==> config.mk <==
export PLATFORM = sky130hd
export DESIGN_NAME = dec7_scan_ctrl
export DESIGN_NICKNAME = d
export VERILOG_FILES = /design/src/rtl/dec7_pkg.sv /design/src/rtl/dec7.sv /design/src/rtl/dec7_scan_ctrl.sv
export SDC_FILE = /design/constraint.sdc
export NUM_CORES = 1
export LEC_CHECK = 0
export ABC_AREA = 1
export BUFFER_PORTS_ARGS = -buffer_cell sky130_fd_sc_hd__buf_4
export CAP_MARGIN = 20
export CORE_MARGIN = 2
export CORE_UTILIZATION = 50
export CTS_BUF_LIST = sky130_fd_sc_hd__clkbuf_4
export DETAILED_ROUTE_END_ITERATION = 6
export GPL_TIMING_DRIVEN = 0
export PLACE_DENSITY = 0.76
export RECOVER_POWER = 25
export SLEW_MARGIN = 30
export SYNTH_ARGS = -nofsm -noshare
export SYNTH_HDL_FRONTEND = slang
export SYNTH_SLANG_ARGS = --single-unit
==> constraint.sdc <==
create_clock -name clk -period 2.3 [get_ports clk]
set_input_delay 0.23 -clock clk [delete_from_list [all_inputs] [get_ports clk]]
set_output_delay 0.23 -clock clk [all_outputs]
set_load 0.005 [all_outputs]
==> src/rtl/dec7_pkg.sv <==
// dec7_pkg: shared constants, scan state type and width helper for the 7-segment scan controller
package dec7_pkg;
    localparam logic [6:0] SEG_BLANK = 7'b0000000;
    localparam int BCD_W = 4;
    typedef enum logic {SHOW, BLANK} scan_state_t;
    function automatic int clog2_min1(input int n);
        return (n <= 2) ? 1 : $clog2(n);
    endfunction
endpackage

==> src/rtl/dec7.sv <==
// dec7: BCD nibble to 7-segment {a,b,c,d,e,f,g} active-high decoder; non-BCD nibbles decode blank
//   bcd in 4  nibble to decode
//   seg out 7 segment pattern
module dec7
    import dec7_pkg::*;
(
    input  logic [BCD_W-1:0] bcd,
    output logic [6:0]       seg
);
    always_comb begin
        case (bcd)
            4'd0: seg = 7'b1111110;
            4'd1: seg = 7'b0110000;
            4'd2: seg = 7'b1101101;
            4'd3: seg = 7'b1111001;
            4'd4: seg = 7'b0110011;
            4'd5: seg = 7'b1011011;
            4'd6: seg = 7'b1011111;
            4'd7: seg = 7'b1110010;
            4'd8: seg = 7'b1111111;
            4'd9: seg = 7'b1111011;
            default: seg = SEG_BLANK;
        endcase
    end
endmodule

==> src/rtl/dec7_scan_ctrl.sv <==
// dec7_scan_ctrl: time-multiplexed NUM_DIGITS-digit 7-segment scanner with frame-aligned value updates
//   clk, rst     clock, asynchronous active-high reset
//   wr_valid/wr_ready/wr_data  packed BCD value handshake into a one-deep pending buffer
//   lz_blank_en  blank leading zeros (digit 0 always shown)
//   seg_out      registered segments {a..g}; dig_sel registered one-hot digit enable
//   frame_done   one-cycle pulse as the last digit (with its dead time) completes
module dec7_scan_ctrl
    import dec7_pkg::*;
#(
    parameter int NUM_DIGITS = 4,
    parameter int TICK_DIV   = 50000,
    parameter int BLANK_CYC  = 16
) (
    input  logic                        clk,
    input  logic                        rst,
    input  logic                        wr_valid,
    output logic                        wr_ready,
    input  logic [BCD_W*NUM_DIGITS-1:0] wr_data,
    input  logic                        lz_blank_en,
    output logic [6:0]                  seg_out,
    output logic [NUM_DIGITS-1:0]       dig_sel,
    output logic                        frame_done
);
    localparam int DW = BCD_W * NUM_DIGITS;
    localparam int IW = clog2_min1(NUM_DIGITS);
    localparam int PW = clog2_min1(TICK_DIV);
    localparam int BW = clog2_min1(BLANK_CYC);
    localparam logic [PW-1:0] P_LAST = PW'(TICK_DIV - 1);
    localparam logic [BW-1:0] B_LAST = BW'(BLANK_CYC > 0 ? BLANK_CYC - 1 : 0);
    localparam logic [IW-1:0] I_LAST = IW'(NUM_DIGITS - 1);

    scan_state_t           state, state_n;
    logic [PW-1:0]         presc, presc_n;
    logic [BW-1:0]         bcnt, bcnt_n;
    logic [IW-1:0]         idx, idx_n;
    logic                  adv, wrap;
    logic [DW-1:0]         active, pend_data;
    logic                  pend_vld;
    logic [NUM_DIGITS-1:0] lz_mask;
    logic                  zero_above, lz_hit;
    logic [BCD_W-1:0]      nib;
    logic [6:0]            seg_dec;

    assign wr_ready = !pend_vld;

    always_comb begin
        state_n = state;
        presc_n = presc;
        bcnt_n  = bcnt;
        idx_n   = idx;
        adv     = 1'b0;
        if (state == SHOW) begin
            presc_n = presc + 1'b1;
            if (presc == P_LAST) begin
                presc_n = '0;
                if (BLANK_CYC > 0) state_n = BLANK;
                else adv = 1'b1;
            end
        end else begin
            bcnt_n = bcnt + 1'b1;
            if (bcnt == B_LAST) begin
                bcnt_n  = '0;
                state_n = SHOW;
                adv     = 1'b1;
            end
        end
        wrap = adv && (idx == I_LAST);
        if (adv) idx_n = wrap ? '0 : idx + 1'b1;
    end

    // A digit is leading-blanked when it and every more significant nibble are zero.
    always_comb begin
        zero_above = 1'b1;
        lz_mask    = '0;
        nib        = '0;
        lz_hit     = 1'b0;
        for (int k = NUM_DIGITS - 1; k >= 0; k--) begin
            zero_above = zero_above && (active[k*BCD_W +: BCD_W] == '0);
            lz_mask[k] = lz_blank_en && (k != 0) && zero_above;
        end
        for (int k = 0; k < NUM_DIGITS; k++) begin
            if (idx == IW'(k)) begin
                nib    = active[k*BCD_W +: BCD_W];
                lz_hit = lz_mask[k];
            end
        end
    end

    dec7 u_dec7 (.bcd(nib), .seg(seg_dec));

    always_ff @(posedge clk or posedge rst) begin
        if (rst) begin
            state      <= SHOW;
            presc      <= '0;
            bcnt       <= '0;
            idx        <= '0;
            active     <= '0;
            pend_data  <= '0;
            pend_vld   <= 1'b0;
            seg_out    <= SEG_BLANK;
            dig_sel    <= '0;
            frame_done <= 1'b0;
        end else begin
            state      <= state_n;
            presc      <= presc_n;
            bcnt       <= bcnt_n;
            idx        <= idx_n;
            // Accept only when empty, so it never coincides with the wrap-time transfer.
            if (wr_valid && wr_ready) begin
                pend_data <= wr_data;
                pend_vld  <= 1'b1;
            end else if (wrap && pend_vld) begin
                active   <= pend_data;
                pend_vld <= 1'b0;
            end
            seg_out    <= (state == SHOW && !lz_hit) ? seg_dec : SEG_BLANK;
            dig_sel    <= (state == SHOW) ? NUM_DIGITS'(1) << idx : '0;
            frame_done <= wrap;
        end
    end
endmodule
# After elaboration in Yosys (flattened, before gate mapping)

Memory sizes are Yosys's and may differ from the RTL's.
Index checks and enable logic that the tools add are counted.
W data, S select, Z words.

Register bits: 68
ROM bits: 112
Bits of input ports: 20
Output and inout bits: 13
Word-level logic and storage cells: 58
Memories: 1

$add $sub $neg: 3
Eq/ne operators: 5
Shift-type cells: 1
Mux-type cells: 19
Bitwise operators: 2
Reductions and logical operators: 17

Memories:

| name             | words | bits a word | read ports | clocked after memory_dff | write ports | RTL line   | source |
|---|---|---|---|---|---|---|---|
| (name not given) | 16    | 7           | 1          | 0                        | 0           | dec7.sv:11 | `case (bcd)` |

Operators by type and width:

| kind                    | number |
|---|---|
| $mux W4                 | 6 |
| $add A16 B1 Y16 const B | 1 |
| $eq A16 B16 Y1 const B  | 1 |
| $mux W16                | 1 |
| $logic_not A4 Y1        | 3 |
| $mux W1                 | 10 |
| $logic_and A1 B1 Y1     | 9 |
| $mux W7                 | 1 |
| $add A4 B1 Y4 const B   | 1 |
| $eq A2 B2 Y1 const B    | 2 |
| $eq A4 B4 Y1 const B    | 1 |
| $shl A1 B2 Y4 const A   | 1 |
| $add A2 B1 Y2 const B   | 1 |
| $eq A2 B1 Y1 const B    | 1 |
| $logic_not A1 Y1        | 2 |
| $logic_not A2 Y1        | 1 |
| $mux W2                 | 1 |
| $not A1 Y1              | 2 |
| $reduce_and A2 Y1       | 1 |
| $reduce_bool A2 Y1      | 1 |

# Logic depth before layout (Yosys ltp)

Gate-level depths: netlist (run 1).

Word-level depth: 10
Depth in mapped cells: 14
Depth with buffers taken out: 14

# Cells and area by module

Synthesis (run 1) repeated with hierarchy kept, for this count alone.

Cell total of the unflattened synthesis: 407
Area, all modules: 3422.0 um^2

Modules (own cells, without submodules):

| module         | times used | cells an instance | area each (um^2) | sequential area each (um^2) |
|---|---|---|---|---|
| dec7_scan_ctrl | 1          | 370               | 3225.6           | 1701.6 |
| dec7           | 1          | 37                | 196.4            | 0.0 |

# Least setup slack after synthesis (run 1)

Ideal clock, no wire load.

Path type: reg-to-reg
Start point: register idx[0]
End point: register seg_out[3]
Setup time: 0.072 ns
Arrival time: 1.718 ns
Required time: 2.228 ns
Path slack: 0.510 ns
Cell stages (with the launch flop): 11
Buffers on the path: 1
Clock period less this slack: 1.790 ns
Path through: dfrtp_1 -> ha_1 -> buf_4 -> a21oi_1 -> nand2_1 -> o21ai_0 -> inv_1 -> ha_1 -> nor2_1 -> nor2_1 -> nor2_1

Longest elaborated chain between the ends: 7
Elaborated cells on any way between the ends: 15
Those cells by class: 3 x eq/ne; 8 x mux; 3 x reduce/logical; 1 x memory

Ends and longest elaborated chain:

| what                                                  | RTL line                                    | source |
|---|---|---|
| start, declared                                       | dec7_scan_ctrl.sv:35                        | `logic [IW-1:0] idx, idx_n;` |
| start signal, assigned                                | dec7_scan_ctrl.sv:107                       | `idx <= idx_n;` |
| $logic_not A2 Y1 or $eq A2 B1 Y1 (tied branches)      | dec7_scan_ctrl.sv:82                        | `if (idx == IW'(k)) begin` |
| $mux W4 or $mux W1 (tied branches) (3 in a row)       | dec7_scan_ctrl.sv:82                        |  |
| $mux W4 or $logic_not A1 Y1 (tied branches)           | dec7_scan_ctrl.sv:82, dec7_scan_ctrl.sv:116 |  |
| $mem_v2 Z16 W7 or $logic_and A1 B1 Y1 (tied branches) | --                                          |  |
| $mux W7 *                                             | dec7_scan_ctrl.sv:116                       | `seg_out <= (state == SHOW && !lz_hit) ? seg_dec : SEG_BLANK;` |
| end signal, assigned                                  | dec7_scan_ctrl.sv:116                       |  |
| end, declared                                         | dec7_scan_ctrl.sv:20                        | `output logic [6:0] seg_out,` |

Every way passes the cells marked *; elsewhere a longest branch is shown, timed or not.
A chain may end at the register's enable or synchronous reset.

# Worst setup path in the final report (run 1)

Ends and elaborated chain as after synthesis.

==> results of run 1 <==
flip-flops by register name, indices dropped and copies added (netlist names), 2 cells and up:
signal / count
active: 16
presc: 16
dig_sel: 4
idx: 2
pend_data: 16
seg_out: 7
bcnt: 4
synth_stat cells:
master / instances / area share [%]
inv_1: 46 / 5.2
inv_6: 1 / 0.26
buf_6: 2 / 0.68
buf_2: 3 / 0.45
clkbuf_1: 1 / 0.11
ha_1: 10 / 3.8
nand4_1: 8 / 1.5
nor3b_1: 1 / 0.23
nand3_1: 21 / 3.2
nand3b_1: 1 / 0.23
inv_2: 2 / 0.23
a21oi_2: 7 / 1.8
a21oi_1: 18 / 2.7
o21ai_0: 12 / 1.8
a21boi_2: 1 / 0.34
nand2_1: 64 / 7.2
mux2_4: 6 / 2.7
mux2_2: 12 / 4.1
or2_2: 1 / 0.19
nand2_4: 1 / 0.34
nor3_4: 1 / 0.49
dfrtp_1: 68 / 51
nand3_2: 4 / 1.2
inv_8: 1 / 0.34
buf_4: 2 / 0.45
nor2_2: 2 / 0.38
o21ai_2: 5 / 1.3
nor3_1: 7 / 1.1
nor2_1: 42 / 4.7
xor2_1: 6 / 1.6
nand2_2: 2 / 0.38
critical path, cell delays in order, from the launching register on:
cell	delay, ns
dfrtp_1	0.43
inv_1	0.09
ha_1	0.29
a21oi_1	0.17
nand2_1	0.07
o21ai_1	0.19
inv_1	0.11
ha_1	0.30
nor2_1	0.14
nor2_1	0.06
nor2_1	0.10
what timing repair did:
item | 4_1_cts | 5_1_grt
setup endpoints to repair | 0 | 1
hold buffers | 1 | 0
endpoints found under the hold margin | 24 | 0
gates resized for setup | 0 | 1
power groups by stage:
stage	sequential, mW	combinational, mW	clock, mW
after floorplan	1.26	0.0496	0
after global placement	1.26	0.0822	0
after detailed placement	1.27	0.0913	0
after CTS	1.24	0.0929	0.968
after global routing	1.25	0.0990	1.02
final	1.24	0.0856	0.947
final cells by class:
type | count | area, sq um
timing repair buffer | 34 | 258
sequential | 68 | 1700
multi-input combinational | 232 | 1370
buffer | 8 | 56.3
inverter | 50 | 201
clock inverter | 6 | 104
fill | 537 | 2530
clock buffer | 9 | 67.6
tap | 77 | 96.3
cell usage in the layout, fill, tap and decap left out:
master,instances
mux2_4,6
inv_2,2
buf_4,33
clkinv_2,2
nand2_4,1
nand2_2,2
clkinvlp_2,1
nand3_2,4
a21oi_1,18
dfrtp_1,68
nand4_1,8
a21oi_2,7
inv_8,1
dlygate4sd3_1,1
nand2_1,64
o21ai_2,5
xor2_1,6
mux2_2,12
nor3_1,7
nand3_1,21
nor3_4,1
clkbuf_1,1
nor2_1,42
nand3b_1,1
buf_2,3
a21boi_2,1
bufinv_16,3
o21ai_0,11
clkinv_1,1
inv_6,1
o21ai_1,1
nor3b_1,1
clkbuf_4,11
inv_1,45
ha_1,10
or2_2,1
nor2_2,2
buf_6,2
logic make-up after synthesis:
group | Yosys count
compound gates | 43
simple gates | 155
mux | 18
xor+xnor | 6
flops | 68
fa+ha+maj | 10
buf+inv | 58
layer usage:
| layer | part of all wire (%) | wire length (um) | global-route usage, % |
|---|---|---|---|
| met4 | 2.2 | 139 | 9.81 |
| met1 | 47 | 2910 | 24.8 |
| met2 | 47 | 2920 | 29.5 |
| met3 | 4.1 | 257 | 3.46 |
| met5 | 0 | 0 | 0 |
stage by stage:
step / power (mW) / hold WS [ns] / TNS, ns / area (sq um)
2_1_floorplan: 1.31 / 0.355 / 0 / 3330
3_3_place_gp: 1.35 / 0.448 / -30.40 / 3670
3_5_place_dp: 1.36 / 0.232 / 0 / 3690
4_1_cts: 2.30 / 0.0273 / 0 / 3870
5_1_grt: 2.37 / 0.0201 / 0 / 3860
6_report: 2.28 / 0.0419 / 0 / 3860
worst min path at each step:
stage                      startpoint                   endpoint  slack [ns]  cells after the start
final                      wr_data[8]   pend_data[8]$_DFFE_PP0P_        0.04                      2
after global routing      wr_data[12]  pend_data[12]$_DFFE_PP0P_        0.02                      2
after CTS                  wr_data[8]   pend_data[8]$_DFFE_PP0P_        0.03                      2
after detailed placement          rst   pend_data[4]$_DFFE_PP0P_        0.23                      2
after global placement       wr_valid       pend_vld$_DFFE_PP0P_        0.45                      3
after floorplan              wr_valid       pend_vld$_DFFE_PP0P_        0.36                      2
==> metrics.md, run 1 <==
| Metric | Value |
|---|---|
| Outcome | completed |
| YS warnings | 0 |
| ANT nets after route | 0 |
| CTS tree | built |
| # IOs | 33 |
| Internal Power | between 1.5 and 2 mW |
| Initial DRC count | 129 |
| Worst setup path endpoint | seg_out[3]$_DFF_PP0_ |
| RePlAce Congestion | ~0.87 |
| RSZ-0062 raised after global routing | no |
| Register bit total from synthesis | 68 |
| Switching share of power | 20.5% |
| Quantity of I/O buffers inserted on ports | 32 |
| WS Path Type | flip-flop to flip-flop |
| Nets | between 400 and 500 |
| Fmax | about 500 MHz |
| Count of cell types in the netlist | 31 |
| Setup Fix Bufs, Post-CTS | 0 |
| Critical path capture point type | flip-flop |
| Mapped cell area | about 3300 sq um |
| CP Max Fanout | 7 |
| Synth Area in Compound Gates | 8.00% |
| Synth Area in Adders | between 3 and 4% |
| Fin crit period | 2.01 ns |
| First-pass GRT wire length | 10.8 mm |
| Drt via density | 5.17 |
| Hpwl dp | around 4.5 mm |
| CTS Root Cell | clkbuf_4 |
| Synthesized area per cell | 9.30 sq um |
| CP Launch Type | flip-flop |
| CTS buffer count | 9 |
| Portion of netlist area occupied by mux cells | 6.76% |
| Vias post-DR | roughly 2,500 |
| Initial core utilization | 52.1% |
| Critical Path Start | idx[0]$_DFFE_PP0N_ |
| Ant diodes | 0 |
| Comb pwr share | about 3.8% |
| Vias in the first global route | 2,431 |
| Post-route setup slack | 0.291 ns |
| Overflow after GRT | 0 |
| Setup slack, reg-to-reg | just under 0.3 ns |
| Worst flop-to-flop path endpoint | seg_out[3]$_DFF_PP0_ |
| TritonCTS Sinks | 68 |
| Worst min path class | primary input to flip-flop |
| DP Worst Slack | 0.209 ns |
| Post-synthesis instance total | 358 |
| Slew margin rel. | 26.3% |
| Layout cell share with drive strength beyond 1 | 24.8% |
| Worst slew pin tran | about 1.1 ns |
| Placed Cells | 468 |
| Remaining DRCs | 0 |
| Endpoints failing setup | 0 |
| Final hold violation count | 0 |
| Main combinational cell family by area after synthesis | simple AND/OR/NAND/NOR gates |
| Largest net degree at the start of global routing | 45 |
| Total Wirelength | about 6.2 mm |
| Final design utilization | between 60% and 70% |
| Area growth from synthesis to layout | 15.8% |
| Register-to-Register Path Depth | 10 |
| Initial antenna violation count | 0 |
| Die footprint | between 7000 and 8000 sq um |
| Core Area | 6390 sq um |
| Clock share of power | 41.6% |
| WP data required | 2.64 ns |
| Critical path data arrival time | around 2.4 ns |
| First drt pass iteration count | 4 |
| Power Density | around 600 nW/um^2 |
| Fin cells | 484 |
| Row count | 29 |
| Synthesized net count | 388 |
| CTS max path bufs | 2 |
| Setup Skew | 0.0201 ns |
| CTS clk-pin slew, worst paths | 0.12 ns |
| Max_cap viols | 0 |
| Simple-gate share of the synthesized area | 21.1% |
| Reg-to-reg startpoint | idx[0]$_DFFE_PP0N_ |
| H-Tree Depth | 3 |
| Final Cycle Share | slightly below 90% |
| Leakage power | between 2 and 2.5 nW |
| Die Width | 85.6 um |
| DR WL/cell | about 13 um |
| Register area share after synthesis | 51.1% |
| Die height | about 86 um |
| Worst skew pair latency | 0.41 ns |
| GRT Util Overall | a little under a fifth |
| Max Slew Vio Count | 0 |
| Post-synthesis xor/xnor area fraction | 1.58% |
| Peak supply drop | 0.000415 V |
| Flop pwr share | 54.6% |
| Sw Pwr | 467 uW |
Power figures use the tool's default switching activity.
==> inputs of run 2 (changes only) <==
==> constraint.sdc (replaced) <==
create_clock -name clk -period 2.1 [get_ports clk]
set_input_delay 0.21 -clock clk [delete_from_list [all_inputs] [get_ports clk]]
set_output_delay 0.21 -clock clk [all_outputs]
set_load 0.005 [all_outputs]
==> metrics.md, run 2 (synthesis results as in run 1) <==
| Metric | Value |
|---|---|
| Outcome | completed |
| Die height | 85.6 um (unchanged) |
| DR WL/cell | 12.8 um (-0.16%) |
| Worst slew pin tran | 1.09 ns (-0.0127 ns) |
| Setup Skew | 0.0198 ns (-0.000251 ns) |
| Initial antenna violation count | 0 (unchanged) |
| Filler Cell Count | 530 (-1.3%) |
| Row count | 29 (unchanged) |
| WS Path Type | flip-flop to flip-flop |
| Ant diodes | 0 (unchanged) |
| Critical path data arrival time | 2.25 ns (-0.10 ns) |
| First drt pass iteration count | 4 (unchanged) |
| Register area | 1700 sq um (unchanged) |
| Die Width | 85.6 um (unchanged) |
| Vias in the first global route | 2,431 (unchanged) |
| RePlAce Congestion | 0.869 (unchanged) |
| H-Tree Depth | 3 (unchanged) |
| Setup slack, reg-to-reg | 0.18 ns (-0.11 ns) |
| Total Wirelength | 6.23 mm (about the same) |
| Worst skew pair latency | 0.41 ns (about the same) |
| Initial core utilization | 52.1% (unchanged) |
| Fmax | 521 MHz (+4.7%) |
| Endpoints failing setup | 0 (unchanged) |
| Commonest cells after routing, fill and taps aside | dfrtp_1, nand2_1, inv_1 |
| Die footprint | 7330 sq um (unchanged) |
| Max Slew Vio Count | 0 (unchanged) |
| DP Worst Slack | 0.00927 ns (-0.200 ns) |
| Final Cycle Share | 91.4% (+4.0 points) |
| ANT nets after route | 0 (unchanged) |
| CTS clk-pin slew, worst paths | 0.12 ns (about the same) |
| Leakage power | 2.02 nW (+0.43%) |
| Power Density | 640 nW/um^2 (+8.5%) |
| TNS Setup | 0 ns (unchanged) |
| Nets | 434 (+0.23%) |
| WP data required | 2.43 ns (-0.21 ns) |
| # IOs | 33 (unchanged) |
| Peak supply drop | 0.000454 V (+9.4%) |
| First-pass GRT wire length | 10.8 mm (unchanged) |
| Core Area | 6390 sq um (unchanged) |
| Slew margin rel. | 27.2% (+0.85 points) |
| Layout cell share with drive strength beyond 1 | 26.2% (+1.4 points) |
| CP Max Fanout | 5 (-2) |
| TritonCTS Sinks | 68 (unchanged) |
| Critical path capture point type | flip-flop |
| Fin Hold WS | 0.0219 ns (-0.0200 ns) |
| Vias post-DR | 2,513 (+0.36%) |
| Area growth from synthesis to layout | 16.9% |
| CTS buffer count | 9 (unchanged) |
| CTS max path bufs | 2 (unchanged) |
| Remaining DRCs | 0 (unchanged) |
| Fin crit period | 1.92 ns (-0.0909 ns) |
| Largest net degree at the start of global routing | 45 (unchanged) |
| CTS tree | built |
| Most common cell after layout, fill and taps aside | dfrtp_1 |
| Post-route setup slack | 0.182 ns (-0.109 ns) |
| Hpwl dp | 4.53 mm (unchanged) |
| RSZ-0062 raised after global routing | no |
| CTS Root Cell | clkbuf_4 |
| CP Launch Type | flip-flop |
| GRT Util Overall | 18.7% (unchanged) |
| Largest regs | active: 16 flops, pend_data: 16 flops, presc: 16 flops |
| Multi-input logic area | 1400 sq um (+1.8%) |
| Final hold violation count | 0 (unchanged) |
| Worst min path class | primary input to flip-flop |
| Initial DRC count | 164 (+27%) |
| Overflow after GRT | 0 (unchanged) |
| Quantity of I/O buffers inserted on ports | 32 (unchanged) |
| Drt via density | 5.18 (+0.15%) |
| Max_cap viols | 0 (unchanged) |
-- run 2: changes by cell type in the layout (fill, tap and decap cells not counted), sizes merged --
cell	previous run	this run
buf	38	39
-- run 2: routing by layer --
| layer | track usage (%) | vias up | share of wire, % |
|---|---|---|---|
| met4 | 9.81 | 0 | 2.5 |
| met2 | 29.5 | 55 | 47 |
| met3 | 3.46 | 14 | 3.7 |
| li1 | - | 1247 | - |
| met1 | 24.8 | 1197 | 47 |
| met5 | 0 | - | 0 |
-- run 2: final cells by class --
| type | count | share of cell area, % |
|---|---|---|
| flip-flops and latches | 68 | 43.7 |
| well taps | 77 | 2.48 |
| inverters | 50 | 5.24 |
| clock inverters | 6 | 2.67 |
| clock buffers | 9 | 1.74 |
| plain buffers | 8 | 1.45 |
| multi-input cells | 232 | 35.9 |
| repair buffers | 35 | 6.82 |
-- run 2: worst paths after layout --
check / startpoint / end / cells past startpoint
worst max-delay path: idx[0]$_DFFE_PP0N_ / seg_out[3]$_DFF_PP0_ / 10
worst min-delay path: wr_data[8] / pend_data[8]$_DFFE_PP0P_ / 2
worst max register to register: idx[0]$_DFFE_PP0N_ / seg_out[3]$_DFF_PP0_ / 10
worst min register to register: active[1]$_DFFE_PP0P_ / active[1]$_DFFE_PP0P_ / 2
max in group asynchronous: rst / idx[1]$_DFFE_PP0N_ / 4
min in group asynchronous: rst / pend_data[4]$_DFFE_PP0P_ / 3
-- run 2: power breakdown --
part,total (mW),switching [mW],internal (mW)
registers,1.36,0.0180,1.34
logic,0.0936,0.0454,0.0482
clock network,1.04,0.446,0.589
-- run 2: repair_timing --
| item | in CTS | in global routing |
|---|---|---|
| pin swaps | 0 | 3 |
| setup buffers | 0 | 1 |
| gates resized for setup | 1 | 7 |
| setup endpoints to repair | 1 | 5 |
| hold buffers | 1 | 0 |
| hold endpoints to repair | 24 | 0 |
-- run 2: metrics by stage --
step	util [%]	power, mW	cells	area (sq um)
after CTS	60.6	2.52	484	3870
final	60.9	2.49	485	3890
after detailed placement	57.8	1.49	468	3690
after global routing	60.9	2.59	485	3890
after floorplan	-	1.44	358	3330
after global placement	57.4	1.48	467	3670
-- run 2: worst max-delay path, cell delays in order (launching register included) --
cell	delay, ns
dfrtp_1	0.44
buf_4	0.17
ha_4	0.18
a21oi_2	0.13
nand2_1	0.09
a21boi_2	0.22
inv_1	0.08
ha_1	0.28
nor2_2	0.11
nor2_1	0.06
nor2_1	0.10
==> inputs of run 3 (changes only) <==
--- a/config.mk
+++ b/config.mk
@@ -13,7 +13,7 @@
 export CTS_BUF_LIST = sky130_fd_sc_hd__clkbuf_4
 export DETAILED_ROUTE_END_ITERATION = 6
 export GPL_TIMING_DRIVEN = 0
-export PLACE_DENSITY = 0.76
+export PLACE_DENSITY = 0.8
 export RECOVER_POWER = 25
 export SLEW_MARGIN = 30
 export SYNTH_ARGS = -nofsm -noshare
==> metrics.md, run 3 (synthesis results as in run 1) <==
| Metric | Value |
|---|---|
| H-Tree Depth | 3 (unchanged) |
| Design Area, Final | 3960 sq um (+1.7%) |
| Total Wirelength | 6.58 mm (+5.6%) |
| Placed Cells | 468 (unchanged) |
| Die Width | 85.6 um (unchanged) |
| Row count | 29 (unchanged) |
| Initial antenna violation count | 0 (unchanged) |
| Area after DPL | 3690 sq um (unchanged) |
| CP Launch Type | flip-flop |
| RePlAce Congestion | 0.839 (-3.4%) |
| Die height | 85.6 um (unchanged) |
| Leakage power | 2.04 nW (+0.78%) |
| Nets | 444 (+2.3%) |
| CTS tree | built |
| Initial DRC count | 250 (+52%) |
| Critical path data arrival time | 2.28 ns (+0.03 ns) |
| Max_cap viols | 0 (unchanged) |
| Area growth from synthesis to layout | 18.9% |
| Commonest cells after routing, fill and taps aside | dfrtp_1, nand2_1, inv_1 |
| Worst min path class | primary input to flip-flop |
| Fin crit period | 1.92 ns (+0.00353 ns) |
| Ant diodes | 0 (unchanged) |
| Post-route setup slack | 0.178 ns (-0.00353 ns) |
| Overflow after GRT | 0 (unchanged) |
| Most common cell after layout, fill and taps aside | dfrtp_1 |
| Worst slew pin tran | 1.23 ns (+0.145 ns) |
| Final hold violation count | 0 (unchanged) |
| Routed wl met3 | 295 um (+27%) |
| Initial core utilization | 52.1% (unchanged) |
| ANT nets after route | 0 (unchanged) |
| CTS buffer count | 9 (unchanged) |
| DP Worst Slack | 0.0380 ns (+0.0288 ns) |
| Register area | 1700 sq um (about the same) |
| DR WL/cell | 13.3 um (+3.2%) |
| Drt via density | 5.07 (-2.1%) |
| Quantity of I/O buffers inserted on ports | 32 (unchanged) |
| Largest regs | active: 16 flops, pend_data: 16 flops, presc: 16 flops |
| Slew margin rel. | 17.5% (-9.7 points) |
| First-pass GRT wire length | 11.2 mm (+3.6%) |
| Core Area | 6390 sq um (unchanged) |
| WP data required | 2.46 ns (+0.03 ns) |
| Worst skew pair latency | 0.42 ns (about the same) |
| WS Path Type | flip-flop to flip-flop |
| DR WL met2 | 3.17 mm (+8.2%) |
| CTS Root Cell | clkbuf_4 |
| Hpwl dp | 4.68 mm (+3.3%) |
| Layout cell share with drive strength beyond 1 | 27.0% (+0.74 points) |
| Vias post-DR | 2,517 (+0.16%) |
| Power Density | 555 nW/um^2 (-13%) |
| CTS clk-pin slew, worst paths | 0.12 ns (about the same) |
| Filler Cell Count | 524 (-1.1%) |
| Critical path capture point type | flip-flop |
| Setup Skew | 0.0161 ns (-0.00373 ns) |
| Largest net degree at the start of global routing | 43 (-4.4%) |
| GRT Util Overall | 19.4% (+0.67 points) |
| Multi-input logic area | 1420 sq um (+1.3%) |
| Peak supply drop | 0.000413 V (-9.0%) |
| Highest metal used | met4 |
| Fmax | 520 MHz (-0.18%) |
| Final Cycle Share | 91.5% (+0.17 points) |
| Fin cells | 496 (+2.3%) |
| CP Max Fanout | 7 (+2) |
| Die footprint | 7330 sq um (unchanged) |
| TritonCTS Sinks | 68 (unchanged) |
| # IOs | 33 (unchanged) |
| Total power | 2.20 mW (-12%) |
| First drt pass iteration count | 4 (unchanged) |
| Post-Route M1 WL | 2.99 mm (+2.7%) |
| Vias in the first global route | 2,489 (+2.4%) |
| Outcome | completed |
| Max Slew Vio Count | 0 (unchanged) |
| Endpoints failing setup | 0 (unchanged) |
| Remaining DRCs | 0 (unchanged) |
| CTS max path bufs | 2 (unchanged) |
-- run 3: cell count changes in the layout (fill, tap and decap cells not counted), sizes merged --
cell	change
clkinvlp	+2
buf	+2
dlygate4sd3	+9
bufinv	-3
clkbuf	-1
clkinv	+2
-- run 3: through the flow --
step | setup TNS [ns] | utilization (%) | hold WS (ns)
floorplan | 0 | - | 0.335
global placement | -41.61 | 57.4 | 0.436
detailed placement | 0 | 57.8 | 0.218
CTS | 0 | 60.8 | 0.00270
global route | -0.00250 | 62.0 | 0.00478
finish | 0 | 62.0 | 0.0298
-- run 3: routing by layer --
layer  global-route usage, %  up-vias
met5                       0        -
li1                        -     1268
met2                    30.5       68
met3                    3.66       13
met1                    26.3     1168
met4                    8.80        0
-- run 3: worst max-delay path, stage by stage, from the launching register on --
cell	delay, ns
dfrtp_1	0.43
buf_4	0.16
ha_4	0.17
a21oi_1	0.11
nand2_1	0.10
a21boi_2	0.24
inv_1	0.10
ha_1	0.29
nor2_2	0.12
nor2_1	0.05
nor2_1	0.10
-- run 3: where the power goes --
| group | switching, mW | leakage, nW | internal, mW |
|---|---|---|---|
| registers | 0.0195 | 0.860 | 1.34 |
| logic | 0.0489 | 1.12 | 0.0620 |
| clock network | 0.488 | 0.0615 | 0.236 |
-- run 3: area by class of cell --
class / instances / share of cell area, %
Sequential cell: 68 / 43.0
Multi-Input combinational cell: 232 / 35.7
Timing Repair Buffer: 45 / 9.48
Inverter: 50 / 5.09
Tap cell: 77 / 2.43
Clock buffer: 9 / 1.71
Buffer: 8 / 1.42
Clock inverter: 7 / 1.11
-- run 3: path summary, 6_finish.rpt --
check                      slack, ns                   endpoint                   from  cells after the start
hold reg to reg                 0.51      active[1]$_DFFE_PP0P_  active[1]$_DFFE_PP0P_                      2
hold / removal                  0.03  pend_data[11]$_DFFE_PP0P_            wr_data[11]                      2
setup reg to reg                0.18       seg_out[3]$_DFF_PP0_     idx[1]$_DFFE_PP0N_                     10
max in group asynchronous       0.76         idx[0]$_DFFE_PP0N_                    rst                      4
min in group asynchronous       0.59   pend_data[7]$_DFFE_PP0P_                    rst                      3
setup / recovery                0.18       seg_out[3]$_DFF_PP0_     idx[1]$_DFFE_PP0N_                     10
-- run 3: timing repair --
item                       in CTS  in global routing
hold buffers                    8                  2
buffers inserted                0                  2
setup endpoints to repair       0                  6
hold endpoints to repair       33                  2
resized for setup               0                 12
